==> config.mk <==
export PLATFORM = sky130hd
export DESIGN_NAME = des_key_sched
export DESIGN_NICKNAME = d
export VERILOG_FILES = /design/src/rtl/des_key_sched.sv
export SDC_FILE = /design/constraint.sdc
export NUM_CORES = 1
export LEC_CHECK = 0
export BUFFER_PORTS_ARGS = -buffer_cell sky130_fd_sc_hd__buf_2
export CORE_ASPECT_RATIO = 1.2
export CORE_MARGIN = 1
export CORE_UTILIZATION = 64
export DETAILED_ROUTE_END_ITERATION = 8
export PLACE_DENSITY = 0.86
export SETUP_SLACK_MARGIN = 0.02
export SYNTH_ARGS = -nofsm -noshare
export SYNTH_HDL_FRONTEND = slang
export SYNTH_SLANG_ARGS = --single-unit
==> constraint.sdc <==
create_clock -name clk -period 5.07 [get_ports clk]
set_input_delay 0 -clock clk [delete_from_list [all_inputs] [get_ports clk]]
set_output_delay 0 -clock clk [all_outputs]
set_load 0.005 [all_outputs]
==> src/rtl/des_key_sched.sv <==
// Sequential DES/3DES key schedule: PC-1 per key, per-round C/D rotation, PC-2, one subkey per beat.
// Optional key parity checker enabled by defining DES_KEY_PARITY_CHK_EN.
module des_key_sched #(
    parameter int unsigned N_KEYS = 1
) (
    input  logic                  clk,
    input  logic                  rst,
    input  logic                  start,
    input  logic                  mode_dec,
    input  logic [64*N_KEYS-1:0]  key_in,
    output logic                  ready,
    output logic                  sk_valid,
    input  logic                  sk_ready,
    output logic [47:0]           sk_data,
    output logic [3:0]            sk_round,
    output logic [1:0]            sk_pass,
    output logic                  sk_last,
    output logic                  parity_err
);

    localparam int unsigned PC1_TBL [56] = '{
        57, 49, 41, 33, 25, 17,  9,  1, 58, 50, 42, 34, 26, 18,
        10,  2, 59, 51, 43, 35, 27, 19, 11,  3, 60, 52, 44, 36,
        63, 55, 47, 39, 31, 23, 15,  7, 62, 54, 46, 38, 30, 22,
        14,  6, 61, 53, 45, 37, 29, 21, 13,  5, 28, 20, 12,  4
    };
    localparam int unsigned PC2_TBL [48] = '{
        14, 17, 11, 24,  1,  5,  3, 28, 15,  6, 21, 10,
        23, 19, 12,  4, 26,  8, 16,  7, 27, 20, 13,  2,
        41, 52, 31, 37, 47, 55, 30, 40, 51, 45, 33, 48,
        44, 49, 39, 56, 34, 53, 46, 42, 50, 36, 29, 32
    };
    localparam logic [1:0] LAST_PASS = 2'(N_KEYS - 1);

    typedef enum logic {ST_IDLE, ST_RUN} state_e;

    function automatic logic [55:0] pc1(input logic [63:0] k);
        logic [55:0] r;
        r = '0;
        for (int unsigned i = 0; i < 56; i++) r[55-i] = k[64-PC1_TBL[i]];
        return r;
    endfunction

    function automatic logic [47:0] pc2(input logic [55:0] cd);
        logic [47:0] r;
        r = '0;
        for (int unsigned i = 0; i < 48; i++) r[47-i] = cd[56-PC2_TBL[i]];
        return r;
    endfunction

    function automatic logic [27:0] rot28(input logic [27:0] x, input logic right, input logic two);
        if (right) return two ? {x[1:0], x[27:2]} : {x[0], x[27:1]};
        return two ? {x[25:0], x[27:26]} : {x[26:0], x[27]};
    endfunction

    function automatic logic [55:0] step_cd(input logic [55:0] cd, input logic right, input logic two);
        return {rot28(cd[55:28], right, two), rot28(cd[27:0], right, two)};
    endfunction

    // SHIFT[idx] is 1 at idx 1, 2, 9, 16 and 2 elsewhere
    function automatic logic shift_two(input logic [4:0] idx);
        return !(idx == 5'd1 || idx == 5'd2 || idx == 5'd9 || idx == 5'd16);
    endfunction

    // Key slot used by pass p; in decrypt order the keys run backwards and key3 aliases key1 when N_KEYS=2
    function automatic logic [1:0] key_idx(input logic [1:0] p, input logic dec_order);
        if (!dec_order) return p;
        if (N_KEYS == 1) return 2'd0;
        if (N_KEYS == 2 && p == 2'd0) return 2'd0;
        return 2'd2 - p;
    endfunction

    state_e      state_q, state_d;
    logic        mode_q, mode_d;
    logic [63:0] keys_q [3];
    logic [63:0] keys_d [3];
    logic [55:0] cd_q, cd_d;
    logic [47:0] sk_data_q, sk_data_d;
    logic [3:0]  round_q, round_d;
    logic [1:0]  pass_q, pass_d;
    logic        last_q, last_d;
    logic [55:0] cd0;
    logic [1:0]  pass_n;
    logic        pdec;
    logic [4:0]  sh_idx;

    // The LOAD step is folded into the acceptance cycle so the first subkey is registered at T+1
    always_comb begin
        state_d   = state_q;
        mode_d    = mode_q;
        keys_d    = keys_q;
        cd_d      = cd_q;
        sk_data_d = sk_data_q;
        round_d   = round_q;
        pass_d    = pass_q;
        last_d    = last_q;
        cd0       = '0;
        pass_n    = '0;
        pdec      = 1'b0;
        sh_idx    = '0;
        case (state_q)
            ST_IDLE: begin
                if (start) begin
                    state_d = ST_RUN;
                    mode_d  = mode_dec;
                    for (int unsigned i = 0; i < N_KEYS; i++) keys_d[i] = key_in[64*i +: 64];
                    pdec      = mode_dec;
                    cd0       = pc1(keys_d[key_idx(2'd0, mode_dec)]);
                    cd_d      = pdec ? cd0 : step_cd(cd0, 1'b0, 1'b0);
                    sk_data_d = pc2(cd_d);
                    round_d   = '0;
                    pass_d    = '0;
                    last_d    = 1'b0;
                end
            end
            ST_RUN: begin
                if (sk_ready) begin
                    if (last_q) begin
                        state_d = ST_IDLE;
                        last_d  = 1'b0;
                    end else begin
                        if (round_q == 4'd15) begin
                            pass_n  = pass_q + 2'd1;
                            pdec    = mode_q ^ (pass_n == 2'd1);
                            cd0     = pc1(keys_q[key_idx(pass_n, mode_q)]);
                            cd_d    = pdec ? cd0 : step_cd(cd0, 1'b0, 1'b0);
                            round_d = '0;
                            pass_d  = pass_n;
                        end else begin
                            pdec    = mode_q ^ (pass_q == 2'd1);
                            sh_idx  = pdec ? (5'd16 - {1'b0, round_q}) : ({1'b0, round_q} + 5'd2);
                            cd_d    = step_cd(cd_q, pdec, shift_two(sh_idx));
                            round_d = round_q + 4'd1;
                        end
                        sk_data_d = pc2(cd_d);
                        last_d    = (pass_d == LAST_PASS) && (round_d == 4'd15);
                    end
                end
            end
            default: state_d = ST_IDLE;
        endcase
    end

    always_ff @(posedge clk) begin
        if (rst) begin
            state_q   <= ST_IDLE;
            mode_q    <= 1'b0;
            keys_q    <= '{default: '0};
            cd_q      <= '0;
            sk_data_q <= '0;
            round_q   <= '0;
            pass_q    <= '0;
            last_q    <= 1'b0;
        end else begin
            state_q   <= state_d;
            mode_q    <= mode_d;
            keys_q    <= keys_d;
            cd_q      <= cd_d;
            sk_data_q <= sk_data_d;
            round_q   <= round_d;
            pass_q    <= pass_d;
            last_q    <= last_d;
        end
    end

    assign ready    = (state_q == ST_IDLE);
    assign sk_valid = (state_q == ST_RUN);
    assign sk_data  = sk_data_q;
    assign sk_round = round_q;
    assign sk_pass  = pass_q;
    assign sk_last  = last_q;

`ifdef DES_KEY_PARITY_CHK_EN
    logic perr_q, perr_d;

    always_comb begin
        perr_d = perr_q;
        if (state_q == ST_IDLE && start) begin
            perr_d = 1'b0;
            for (int unsigned i = 0; i < N_KEYS; i++) begin
                for (int unsigned b = 0; b < 8; b++) begin
                    if (!(^key_in[64*i + 8*b +: 8])) perr_d = 1'b1;
                end
            end
        end
    end

    always_ff @(posedge clk) begin
        if (rst) perr_q <= 1'b0;
        else     perr_q <= perr_d;
    end

    assign parity_err = perr_q;
`else
    assign parity_err = 1'b0;
`endif

endmodule

== Yosys cells after proc, flatten, opt, wreduce, memory -nomap -nowiden ==
Index checks and enable logic that the tools add are counted.
Word-level totals
  logic and storage cells: 122
  flip-flop bits (word level): 177
Cells by class
  bitwise logic cells: 5
  multiplexer cells: 83
  equal/unequal tests: 11
  $lt $le $gt $ge: 2
  reduce and logical (&&, ||, !) cells: 8
  $add $sub $neg: 5
Operators by type and width (count)
  $mux 56: 6
  $bmux 64 s2: 2
  $mux 64: 4
  $mux 28: 8
  $mux 48: 3
  $pmux 56 s2: 1
  $pmux 48 s2: 1
  $mux 2: 19
  $mux 4: 7
  $mux 1: 27
  $eq 4x4->1 const B: 2
  $pmux 4 s2: 1
  $ge 3x3->1 const B: 2
  $ne 2x2->1 const B: 3
  $not 2->3: 2
  $add 4x2->5 const B: 1
  $eq 5x1->1 const B: 1
  $eq 5x2->1 const B: 1
  $eq 5x4->1 const B: 1
  $eq 5x5->1 const B: 1
  $mux 5: 1
  $sub 5x4->5 const A: 1
  $add 4x1->4 const B: 1
  $eq 2x1->1 const B: 2
  11 further kinds: 16

== Depth between registers and ports, before layout ==
  depth in word-level cells: 25
  gate-level depth with buffers: 9
  depth with buffers taken out: 7

== Least setup slack after synthesis ==
Ideal clock, no wire load.
  path type: flip-flop to flip-flop
  from: reg round_q[0], in the netlist sk_round[0]
  to: reg cd_q[27]
  setup time: 92 ps
  period minus slack after synthesis: 2272 ps
  slack: 2798 ps
  arrival time: 2180 ps
  stages on the path, launching flop included: 9
  buffers on the path: 1
  cells stage by stage: dfxtp_1 -> buf_6 -> inv_1 -> ha_1 -> or2_1 -> a311oi_4 -> nor2_4 -> mux2_1 -> o32ai_1
Between the ends
  longest elaborated chain between the ends: 13
  elaborated cells between the ends (all ways): 19
  classes of those cells: add/sub (2); eq/ne (5); mux (9); reduce/logical (3)
Ends and longest elaborated chain
  start: declaration: line 79  | logic [3:0] round_q, round_d;
  start signal: assignment: line 160  | round_q <= round_d;
  $sub 5x4->5 / $add 4x2->5 (equally long branches): line 131  | sh_idx = pdec ? (5'd16 - {1'b0, round_q}) : ({1'b0, round_q} + 5'd2);
  $mux 5: line 131
  $eq 5x1->1 / $eq 5x2->1 (equally long branches): line 62  | return !(idx == 5'd1 || idx == 5'd2 || idx == 5'd9 || idx == 5'd16);
  $logic_or 1x1->1 (3 in series): line 62
  $mux 28 (2 in series): line 52  | if (right) return two ? {x[1:0], x[27:2]} : {x[0], x[27:1]};
  $mux 28: line 53  | return two ? {x[25:0], x[27:26]} : {x[26:0], x[27]};
  $mux 56 *: line 122  | if (round_q == 4'd15) begin
  $mux 56 *: line 118  | if (last_q) begin
  $mux 56 *: line 117  | if (sk_ready) begin
  $pmux 56 s2 *: line 101  | case (state_q)
  end signal: assignment: line 149  | cd_q <= '0;
  end signal: assignment: line 158  | cd_q <= cd_d;
  end: declaration: line 77  | logic [55:0] cd_q, cd_d;
Mark *: on every way between the ends. The rest lies on a longest branch, timed or not. The select of a mux whose other input is x is not followed.
A chain may end at the register's enable or synchronous reset.

== Worst setup path in the final report ==
  from: reg state_q, in the netlist sk_valid
  to: reg cd_q[8]
Between the ends
  longest elaborated chain between the ends: 3
  elaborated cells between the ends (all ways): 6
  classes of those cells: eq/ne (3); mux (1); bitwise (1); reduce/logical (1)
Ends and longest elaborated chain
  start: declaration: line 73  | state_e state_q, state_d;
  start signal: assignment: line 155  | state_q <= state_d;
  $not 1->1 (no line)
  $ne 2x2->1 (no line)
  $reduce_and 3->1 (no line)
Parallel ways exist; a longest one is shown, timed or not.

==> out/metrics.cfg <==
[cells_and_area]
layout-drive-gt1-share_pct = 14.8
fillers = 1001
n_antenna_cell = 0
seq_area_um2 = 2420
utilization_pct = 74.6
multi_input_area_um2 = 6050
fin_nets = 1297
final_common_cell = nor2_1
final_cells = 1408
area_growth_pct = 13.6
mostFrequentLayoutCells = nor2_1 (224), mux2i_1 (214), nand2_1 (127)

[routing]
antenna_left = 0
drt_iter0_drc = 1157
avgViaCountPerCell = 6.57
wl_per_cell_um = 18.6
vias = 9249
firstDrtPassIters = 6
post-route-drc-count = 0
totalWireLength_mm = 26.2

[power]
intPower_w = 0.00245
p_seq_share_pct = 32.9
sw_frac_of_total_pct = 31.2
ir_drop_v = 0.000229
power.leakage_nw = 4.28
net-switching-power_w = 0.00111
p_clk_share_pct = 40.6
combPwrFrac_pct = 26.5
pwr_density_cell_nw_per_um2 = 332

[setup_path]
cp-startpoint = sk_valid
critPathCapture = cd_q[8]
arrival_ns = 3.76
r2r-end = cd_q[8]
path_class = reg -> reg
r2r_start = sk_valid
worst_r2r_path_depth = 7
start_kind = register
rrSetupSlack_ns = 1.68
path_max_fanout = 110
setup.worst_path.end_class = register
cp.required_ns = 5.45

[synthesis]
synth_edf_count = 0
synth_area_um2 = 9420
synth.area.top_cells = dfxtp_1 (26%), mux2i_1 (23%), nor2_1 (8.9%)
ys_warn_count = 0
synth_top_cell_by_area = dfxtp_1
async_flop_share_pct = 0
synth_cell_types = 52
syn_area_per_cell_um2 = 8.03
synth-seq-area-share_pct = 25.7
ys.flop_type = dfxtp_1
syn-num-nets = 1250
syn_inst = 1173
ys_ff_latch = 121
synth_top_area_share_pct = 25.7

[timing]
layout_setup_ws_ns = 1.68
setup_tns_ns = 0
fin_skew_ns = 0.00523
finalMaxSlewViolations = 0
setup_viol = 0
fin_crit_sh_pct = 66.8
slew_headroom_pct = 20.5
max_freq_mhz = 295
rsz0062_at_grt = no
fin_crit_ns = 3.39
worst_pin_slew_ns = 1.19
hold_viol = 0

[placement]
place_hpwl_mm = 15.2
portBuffers = 117
pre_cts_ws_ns = 1.78
place_congestion = 0.842
post-place-cells = 1319

[floorplan]
die_area_um2 = 15200
start_util_pct = 65.6
die_h_um = 135
ioPinCount = 127
die_width_um = 113
core-area_um2 = 14400
rows = 48

[clock_network]
cts-resized-gates = 0
cts_made_buffers = 17
clock_latency_ns = 0.43
clock_sinks = 121
path_clk_slew_ns = 0.06
cts_tree = yes
ctsHtreeMaxLevel = 4
cts_root_buf = clkbuf_16
cts_buffer_depth = 2

[run_status]
outcome = finished clean

[run]
maxCapViolCount = 0

[global_routing]
grt_usage_pct = 34.8
grt_pass1_wl_mm = 42.9
grt-ovfl-total = 0
grt_max_degree = 111
grt_pass1_vias = 9085
antenna_found_initial = 0

[worst_hold_path]
hp-class = in -> reg

## power groups by stage
stage / logic, W / clock network [W] / registers (W)
after CTS: 0.000925 / 0.00144 / 0.00117
after detailed placement: 0.000878 / 0 / 0.00119
after floorplan: 0.000771 / 0 / 0.00115
after global placement: 0.000855 / 0 / 0.00118
final: 0.000942 / 0.00144 / 0.00117
after global routing: 0.00103 / 0.00149 / 0.00118
## synthesized netlist by cell type, drive strengths merged (2+ instances only)
library cell,count
clkbuf,65
a32o,50
a2111oi,50
nand2,127
buf,96
a311oi,2
a211oi,7
nor2,225
mux2,6
xnor2,3
nor2b,2
a32oi,4
and3b,2
nand3,5
inv,12
o21ai,5
o21a,2
and2,4
o221ai,56
o32ai,2
dfxtp,121
nand4,9
ha,8
mux2i,214
xor2,4
a21oi,75
nor3,2
## critical path, stage by stage (launching register included)
cell,delay [ns]
dfxtp_2,0.32
buf_4,0.61
nand2_1,0.24
o21ai_4,0.18
buf_4,0.83
nor2_1,0.20
a2111oi_0,0.57
a32o_1,0.24
## per-layer routing
layer / wire, um / vias up / global-route usage [%]
met2: 13400 / 443 / 62.4
met5: 0 / - / 0
li1: - / 4365 / -
met4: 703 / 0 / 19.6
met1: 10300 / 4366 / 38.1
met3: 1820 / 75 / 7.32
## cells by family after synthesis
logic type	synth area share [%]
compound gates	21.7
xor+xnor	0.850
fa+ha+maj	1.06
buf+inv	10.7
flops	25.7
mux	23.5
other cells	0.0398
simple gates	16.6
## how the worst min path moves through the flow
stage	startpoint	end	slack, ns	depth (start not counted)
after floorplan	key_in[1]	keys_q[129]	0.14	2
after global placement	key_in[15]	keys_q[143]	0.26	3
after detailed placement	key_in[23]	keys_q[151]	0.27	3
after CTS	start	sk_pass[0]	0.02	4
after global routing	start	sk_pass[0]	0.05	4
final	start	sk_pass[0]	0.03	4
## state kept, by name, indices dropped and copies added, names as in the netlist
register  count
mode_q        1
sk_last       1
sk_pass       2
keys_q       56
sk_round      4
sk_data       1
sk_valid      1
cd_q         55
## stage by stage
stage	hold WS, ns	instance area, um2	total power (W)
after CTS	0.0217	10700	0.00353
final	0.0278	10700	0.00356
after global placement	0.261	9450	0.00204
after global routing	0.0530	10700	0.00370
after detailed placement	0.270	9450	0.00206
after floorplan	0.136	9420	0.00192
## timing repair
action | 4_1_cts | 5_1_grt
endpoints found under the setup margin | 0 | 0
hold endpoints to repair | 58 | 0
buffers inserted | 0 | 0
hold buffers | 57 | 0
## cell type report
| type | instances | area share [%] |
|---|---|---|
| Multi-Input combinational cell | 879 | 56.6 |
| Inverter | 12 | 0.421 |
| Clock inverter | 14 | 2.34 |
| Tap cell | 175 | 2.05 |
| Sequential cell | 121 | 22.6 |
| Timing Repair Buffer | 189 | 11.9 |
| Clock buffer | 18 | 4.10 |
Power figures use the tool's default switching activity.
